File: config.mk
export PLATFORM = sky130hd
export DESIGN_NAME = pipeline_staller
export DESIGN_NICKNAME = d
export VERILOG_FILES = /design/src/rtl/pipeline_staller_pkg.sv /design/src/rtl/pipeline_staller_hazard_cmp.sv /design/src/rtl/pipeline_staller.sv
export SDC_FILE = /design/constraint.sdc
export NUM_CORES = 1
export LEC_CHECK = 0
export CORE_UTILIZATION = 41
export DETAILED_ROUTE_END_ITERATION = 7
export HOLD_SLACK_MARGIN = 0.15
export PLACE_DENSITY = 0.82
export SLEW_MARGIN = 5
export SYNTH_ARGS = -nofsm -noshare
export SYNTH_HDL_FRONTEND = slang
export SYNTH_SLANG_ARGS = --single-unit
File: constraint.sdc
create_clock -name dclk -period 1.8 [get_ports dclk]
set_input_delay 0.18 -clock dclk [delete_from_list [all_inputs] [get_ports dclk]]
set_output_delay 0.18 -clock dclk [all_outputs]
set_load 0.005 [all_outputs]
File: src/rtl/pipeline_staller_pkg.sv
// Shared types and helpers for the pipeline hazard/stall controller.
package pipeline_staller_pkg;

    // Control code seen by every pipeline register and the PC register.
    typedef enum logic [1:0] {
        GO     = 2'b00,
        STALL  = 2'b01,
        BUBBLE = 2'b10
    } stl_t;

    // Controller state: normal running, or waiting to drop a wrong-path fetch.
    typedef enum logic {
        S_RUN        = 1'b0,
        S_FLUSH_PEND = 1'b1
    } state_t;

    // One control code per register, ordered from PC down to MEM_WB.
    typedef struct packed {
        stl_t pc;
        stl_t if_id;
        stl_t id_ex;
        stl_t ex_mem;
        stl_t mem_wb;
    } stl_bus_t;

    // Every register receives the same code.
    function automatic stl_bus_t ctl_all(input stl_t code);
        stl_bus_t c;
        c.pc     = code;
        c.if_id  = code;
        c.id_ex  = code;
        c.ex_mem = code;
        c.mem_wb = code;
        return c;
    endfunction

    // Memory wait: freeze everything up to EX_MEM and drain a bubble into MEM_WB.
    function automatic stl_bus_t ctl_mem_wait();
        stl_bus_t c;
        c        = ctl_all(STALL);
        c.mem_wb = BUBBLE;
        return c;
    endfunction

endpackage

File: src/rtl/pipeline_staller_hazard_cmp.sv
// Combinational load-use detector: a load in the producing stage whose
// non-zero destination matches a source read by the consuming stage.
// Kept generic so it can also serve a later MEM-stage check.
module hazard_cmp (
    input  logic       ld,
    input  logic       wreg,
    input  logic [4:0] waddr,
    input  logic       re1,
    input  logic [4:0] raddr1,
    input  logic       re2,
    input  logic [4:0] raddr2,
    output logic       hit
);

    // Match either source operand against the load destination; x0 never hazards.
    always_comb begin
        if (ld && wreg && (waddr != 5'd0)) begin
            hit = (re1 && (raddr1 == waddr)) || (re2 && (raddr2 == waddr));
        end else begin
            hit = 1'b0;
        end
    end

endmodule

File: src/rtl/pipeline_staller.sv
// Central hazard/stall controller for the 5-stage pipeline. Produces the
// Go/Stall/Bubble code for the PC and every pipeline register, tracks a
// wrong-path fetch left in flight by a flush, and counts PC stall cycles.
module pipeline_staller
    import pipeline_staller_pkg::*;
#(
    parameter int CNT_W = 32
) (
    input  logic             dclk,
    input  logic             rst,
    input  logic             if_busy_i,
    input  logic             if_done_i,
    input  logic             mem_busy_i,
    input  logic             br_taken_EX_i,
    input  logic             ld_EX_i,
    input  logic             wreg_EX_i,
    input  logic [4:0]       waddr_EX_i,
    input  logic             re1_ID_i,
    input  logic [4:0]       raddr1_ID_i,
    input  logic             re2_ID_i,
    input  logic [4:0]       raddr2_ID_i,
    output logic [1:0]       stl_PC_o,
    output logic [1:0]       stl_IF_ID_o,
    output logic [1:0]       stl_ID_EX_o,
    output logic [1:0]       stl_EX_MEM_o,
    output logic [1:0]       stl_MEM_WB_o,
    output logic [CNT_W-1:0] stall_cnt_o
);

    state_t           state;
    state_t           state_nxt;
    stl_bus_t         ctl;
    logic             lu;
    logic [CNT_W-1:0] stall_cnt;

    hazard_cmp u_hazard_cmp (
        .ld     (ld_EX_i),
        .wreg   (wreg_EX_i),
        .waddr  (waddr_EX_i),
        .re1    (re1_ID_i),
        .raddr1 (raddr1_ID_i),
        .re2    (re2_ID_i),
        .raddr2 (raddr2_ID_i),
        .hit    (lu)
    );

    // Priority resolution of the control codes and the next controller state.
    always_comb begin
        ctl       = ctl_all(GO);
        state_nxt = state;
        if (rst) begin
            // Codes read Go for the whole reset window, not just after the edge.
            ctl       = ctl_all(GO);
            state_nxt = S_RUN;
        end else begin
            case (state)
                S_RUN: begin
                    if (mem_busy_i) begin
                        // EX is held, so any branch/load-use is seen again later.
                        ctl = ctl_mem_wait();
                    end else if (br_taken_EX_i) begin
                        ctl.pc     = GO;
                        ctl.if_id  = BUBBLE;
                        ctl.id_ex  = BUBBLE;
                        ctl.ex_mem = GO;
                        ctl.mem_wb = GO;
                        // A fetch still outstanding belongs to the wrong path.
                        if (if_busy_i && !if_done_i) begin
                            state_nxt = S_FLUSH_PEND;
                        end else begin
                            state_nxt = S_RUN;
                        end
                    end else if (lu) begin
                        // One bubble; forwarding covers the following cycle.
                        ctl.pc     = STALL;
                        ctl.if_id  = STALL;
                        ctl.id_ex  = BUBBLE;
                        ctl.ex_mem = GO;
                        ctl.mem_wb = GO;
                    end else if (if_busy_i) begin
                        ctl.pc    = STALL;
                        ctl.if_id = BUBBLE;
                    end else begin
                        ctl = ctl_all(GO);
                    end
                end
                S_FLUSH_PEND: begin
                    // PC waits for the wrong-path fetch; its data never enters IF_ID.
                    ctl.pc    = STALL;
                    ctl.if_id = BUBBLE;
                    if (mem_busy_i) begin
                        ctl.id_ex  = STALL;
                        ctl.ex_mem = STALL;
                        ctl.mem_wb = BUBBLE;
                        state_nxt  = S_FLUSH_PEND;
                    end else begin
                        if (lu) begin
                            ctl.id_ex = BUBBLE;
                        end else begin
                            ctl.id_ex = GO;
                        end
                        ctl.ex_mem = GO;
                        ctl.mem_wb = GO;
                        if (if_done_i) begin
                            state_nxt = S_RUN;
                        end else begin
                            state_nxt = S_FLUSH_PEND;
                        end
                    end
                end
                default: begin
                    ctl       = ctl_all(GO);
                    state_nxt = S_RUN;
                end
            endcase
        end
    end

    // Controller state register.
    always_ff @(posedge dclk or posedge rst) begin
        if (rst) begin
            state <= S_RUN;
        end else begin
            state <= state_nxt;
        end
    end

    // Stall-cycle counter: counts edges where the PC is not advancing, saturating.
    always_ff @(posedge dclk or posedge rst) begin
        if (rst) begin
            stall_cnt <= {CNT_W{1'b0}};
        end else if ((ctl.pc != GO) && (stall_cnt != {CNT_W{1'b1}})) begin
            stall_cnt <= stall_cnt + {{(CNT_W-1){1'b0}}, 1'b1};
        end else begin
            stall_cnt <= stall_cnt;
        end
    end

    assign stl_PC_o     = ctl.pc;
    assign stl_IF_ID_o  = ctl.if_id;
    assign stl_ID_EX_o  = ctl.id_ex;
    assign stl_EX_MEM_o = ctl.ex_mem;
    assign stl_MEM_WB_o = ctl.mem_wb;
    assign stall_cnt_o  = stall_cnt;

endmodule

* Word level (Yosys, flattened, before mapping)
Index checks and enable logic that the tools add are counted.
** Cells by class
- Add/subtract/negate cells :: 1
- Multiply operators :: 0
- Div/mod/pow operators :: 0
- Magnitude comparators :: 0
- Equal/unequal tests :: 3
- Shifts and indexed selects :: 0
- Mux-type cells :: 16
- Bitwise logic cells :: 1
- Reductions and logical operators :: 10
** Operators by type and width (count)
- 32-bit by 1-bit adder with 32-bit output, second input constant :: 1
- 32-bit inequality test, second input constant :: 1
- 9-bit 2-to-1 mux :: 3
- 10-bit one-hot mux with 2 select lines :: 1
- 5-bit equality test :: 2
- 10-bit 2-to-1 mux :: 1
- 1-bit 2-to-1 mux :: 7
- 1-bit logical AND :: 6
- 6-bit 2-to-1 mux :: 1
- 5-bit nonzero test :: 1
- 3-bit 2-to-1 mux :: 1
- 2-bit 2-to-1 mux :: 1
- 1-bit one-hot mux with 2 select lines :: 1
- 2-bit nonzero test :: 1
- 1-bit logical NOT :: 1
- 1-bit logical OR :: 1
- 1-bit NOT :: 1
** Word-level totals
- Bits in registers :: 33
- Latch bits :: 0
- RAM bits :: 0
- ROM bits :: 0
- Input bits :: 25
- Output and inout port bits :: 42
- Logic and storage cells :: 33
- Memories :: 0

* Depth between registers and ports, before layout
- Depth in word-level cells :: 11
- Depth in mapped cells :: 8

* By module
From an unflattened synthesis, not the netlist that was laid out.
** Unflattened totals
- Cell total of the unflattened synthesis :: 194
- Area, all modules :: 1880.6 sq um
** By module, submodules not included
- pipeline_staller :: instances 1, cells each 177, area an instance 1745.4 sq um, seq. area each 825.8 sq um
- hazard_cmp :: instances 1, cells each 17, area an instance 135.1 sq um, seq. area each 0.0 sq um

* Worst setup path after synthesis
Ideal clock, no wire load.
- Path kind :: register to register
- From :: register stall_cnt[0], in the netlist stall_cnt_o[0]
- To :: register stall_cnt[1], in the netlist stall_cnt_o[1]
- Setup time :: 125 ps
- Arrival time :: 1815 ps
- Data required time :: 1675 ps
- Slack :: -140 ps
- Stages on the path, launching flop included :: 7
- Cells stage by stage :: dfrtp_1 > ha_1 > nand3_1 > nor4_2 > nand4_1 > nand2b_1 > mux2_2
** Between the ends
- Word-level cells in the longest chain between the ends :: 2
- Elaborated cells between the ends (all ways) :: 3
** RTL lines
- start: declaration :: line pipeline_staller.sv:34 : logic [CNT_W-1:0] stall_cnt;
- start signal: assignment :: line pipeline_staller.sv:131 : stall_cnt <= {CNT_W{1'b0}};
- start signal: assignment :: line pipeline_staller.sv:133 : stall_cnt <= stall_cnt + {{(CNT_W-1){1'b0}}, 1'b1};
- start signal: assignment :: line pipeline_staller.sv:135 : stall_cnt <= stall_cnt;
- branches (longest 2 deep; another with 32-bit by 1-bit adder with 32-bit output)
Parallel ways; which one is timed is not known.
A chain may end at the register's enable or synchronous reset.

* Final worst setup path
- From :: register stall_cnt[0], in the netlist stall_cnt_o[0]
- To :: register stall_cnt[19], in the netlist stall_cnt_o[19]
The elaborated chain is that of the path after synthesis.

==> results_dict.tcl <==
set metrics [dict create \
    placed_area_sq_mm 0.00300 \
    ir_drop_uv 435 \
    tightest_slew_ns 0.521 \
    htree_levels 2 \
    vias_per_cell 5.57 \
    startpoint_type "flop" \
    die_h_um 70.7 \
    cts_tree "yes" \
    ys_seq_elements 33 \
    antenna_left 0 \
    fmax_ghz 0.514 \
    synth_compound_area_share_pct 3.82 \
    drt_iter0_markers 187 \
    synth_cell_types 39 \
    yosysWarnings 0 \
    setup_viol 31 \
    gp_congestion 0.763 \
    route.detailed.drc 8 \
    antenna_found_initial 0 \
    drv_cap 0 \
    slew-limit-headroom_pct 64.8 \
    postLayoutCellArea_sq_mm 0.00329 \
    crit_fanout 10 \
    end_kind "flop" \
    cts_sinks 33 \
    preCtsSetupSlack_ns -0.644 \
    drive_above_1_share_pct 36.4 \
    synth.cell_area_sq_mm 0.00193 \
    start_util_pct 43.5 \
    clkTransAtPathRegs_ns 0.07 \
    vias 2067 \
    required_ns 1.96 \
    syn_inst 194 \
    holdBufCountCts 0 \
    synth-xor-area-share_pct 18.6 \
    fin_tns_setup_ns -2.50 \
    powerDensity_mw_per_mm2 758 \
    die-area_sq_mm 0.00499 \
    grt_pass1_wl_mm 9.74 \
    layout_commonest_cell "buf_4" \
    timing.final.crit_share_pct 108 \
    yosys.area.top_type "dfrtp_1" \
    worst_slack_ns -0.147 \
    layout_common_cells "buf_4 (60), clkdlybuf4s50_1 (42), dfrtp_1 (33)" \
    insertion_delay_ns 0.29 \
    grt_max_degree 34 \
    outcome "finished, violations left" \
    synthMuxAreaShare_pct 0.583 \
    period_minus_slack_ns 1.95 \
    slew_viol_final 0 \
    clockBufferDepth 2 \
    violations "design-rule violations, negative setup slack" \
    synth_top_area_share_pct 42.7 \
    rsz0062_at_grt "yes" \
    synth_top_family_by_area "simple AND/OR/NAND/NOR gates" \
    async_reset_ff_share_pct 100 \
    grt-ovfl-total 0 \
    worstHoldPathType "input port to async pin" \
    fin_worst_skew_ns 0.00874 \
    fin_util_pct 73.9 \
    grt_pass1_vias 2036 \
    wl_met3_um 320 \
    routed_wl_mm 6.35 \
    wl_met1_mm 2.55 \
    first_pass_iters 6 \
    cp.arrival_ns 2.11 \
    final_nets 345 \
    ys_seq_area_share_pct 42.7 \
    synthSimpleGateAreaFrac_pct 27.6 \
    synthToLayoutAreaGrowth_pct 70.0 \
    postSynthAreaPerCell_sq_um 9.96 \
    hpwl_mm 4.02 \
    num_antenna_cells 0 \
    wl_per_cell_um 17.1 \
    ys_dominant_reg_cell "dfrtp_1" \
    leakagePower_nw 1.54 \
    die-width_um 70.7 \
    path_class "flop to flop" \
    whs_ns 0.236 \
    hold_viol_final 0 \
    synth_edf_count 0 \
    num_rows 24 \
    coreArea_sq_mm 0.00444 \
    cts_buffers 5 \
    synth_fa_ha_area_share_pct 0.647 \
    synth_area_leaders "dfrtp_1 (43%), xor2_1 (11%), xnor2_1 (7.7%), nand4_1 (4.2%), buf_4 (3.1%)" \
    routed-wl-met2_mm 3.25 \
    io_buffers 63 \
    highest_layer "met4" \
    cts_root_buf "clkbuf_8" \
    grt_usage_pct 25.4 \
    io_pins 67 \
]
final cells by class:
type,count,area [sq um]
inverter,4,15.0
multi-input combinational,146,1180
tap,52,65.1
sequential,33,826
clock buffer,7,86.3
fill,307,1160
timing repair buffer,129,1110
cells by family (layout without fill, tap and decap cells):
family	after synthesis	after routing
compound gates	10	10
buf+inv	17	140
xor+xnor	41	41
flops	33	33
simple gates	90	90
fa+ha+maj	1	1
other cells	1	3
mux	1	1
per-layer routing:
metal | vias up | GRT usage [%]
met5 | - | 0
met1 | 1000 | 30.0
met4 | 0 | 12.7
met2 | 105 | 43.8
met3 | 27 | 5.84
li1 | 935 | -
report_power, final:
part,switching (mW),internal [mW],total [mW]
clock,0.260,0.303,0.563
combinational,0.376,0.586,0.962
sequential,0.112,0.855,0.967
per-stage QoR:
step                total power [mW]  cells
floorplan                       1.29    196
global placement                1.80    354
detailed placement              1.83    354
CTS                             2.41    367
global route                    2.63    371
finish                          2.49    371
path summary, 6_finish.rpt:
path                                              from                     endpoint  slack [ns]  cells after the start
setup / recovery            stall_cnt_o[0]$_DFFE_PP0P_  stall_cnt_o[19]$_DFFE_PP0P_       -0.15                      9
hold / removal                                     rst              state$_DFF_PP0_        0.24                      4
min in group dclk                                  rst              state$_DFF_PP0_        0.32                      3
hold reg to reg            stall_cnt_o[26]$_DFFE_PP0P_  stall_cnt_o[26]$_DFFE_PP0P_        0.48                      1
setup reg to reg            stall_cnt_o[0]$_DFFE_PP0P_  stall_cnt_o[19]$_DFFE_PP0P_       -0.15                      9
max in group asynchronous                          rst   stall_cnt_o[2]$_DFFE_PP0P_        1.25                      4
cells in the mapped netlist, types with 2 or more instances:
cell	instances
nand2b_1	2
a21oi_1	2
nor4_1	7
dfrtp_1	33
buf_4	8
or3_1	4
and4_1	4
inv_1	4
and3_1	5
clkbuf_1	3
nand3_1	10
nor4b_1	4
xor2_1	24
nor2_1	9
nand2_1	11
xnor2_1	17
nor3_1	11
a211oi_1	2
nand4_1	13
nand4b_1	2
what timing repair did:
| item | 4_1_cts | 5_1_grt |
|---|---|---|
| gates resized for setup | 64 | 26 |
| endpoints found under the hold margin | 0 | 0 |
| endpoints found under the setup margin | 36 | 37 |
| buffers inserted | 6 | 4 |
| gates cloned | 0 | 0 |
| pin swaps | 18 | 20 |
worst max-delay path: stages, from the launching register on:
cell and delay [ns]:
dfrtp_1 0.42, ha_4 0.17, nand3_4 0.09, nor4_4 0.33, nand3_2 0.18, nor2_2 0.17
buf_6 0.16, buf_12 0.11, nor3_1 0.05, xor2_1 0.15
flip-flops by register name, summed over array words and instances, names as in the netlist:
register / count
stall_cnt_o: 32
state: 1
No activity file was read; power rests on OpenSTA's default activity.
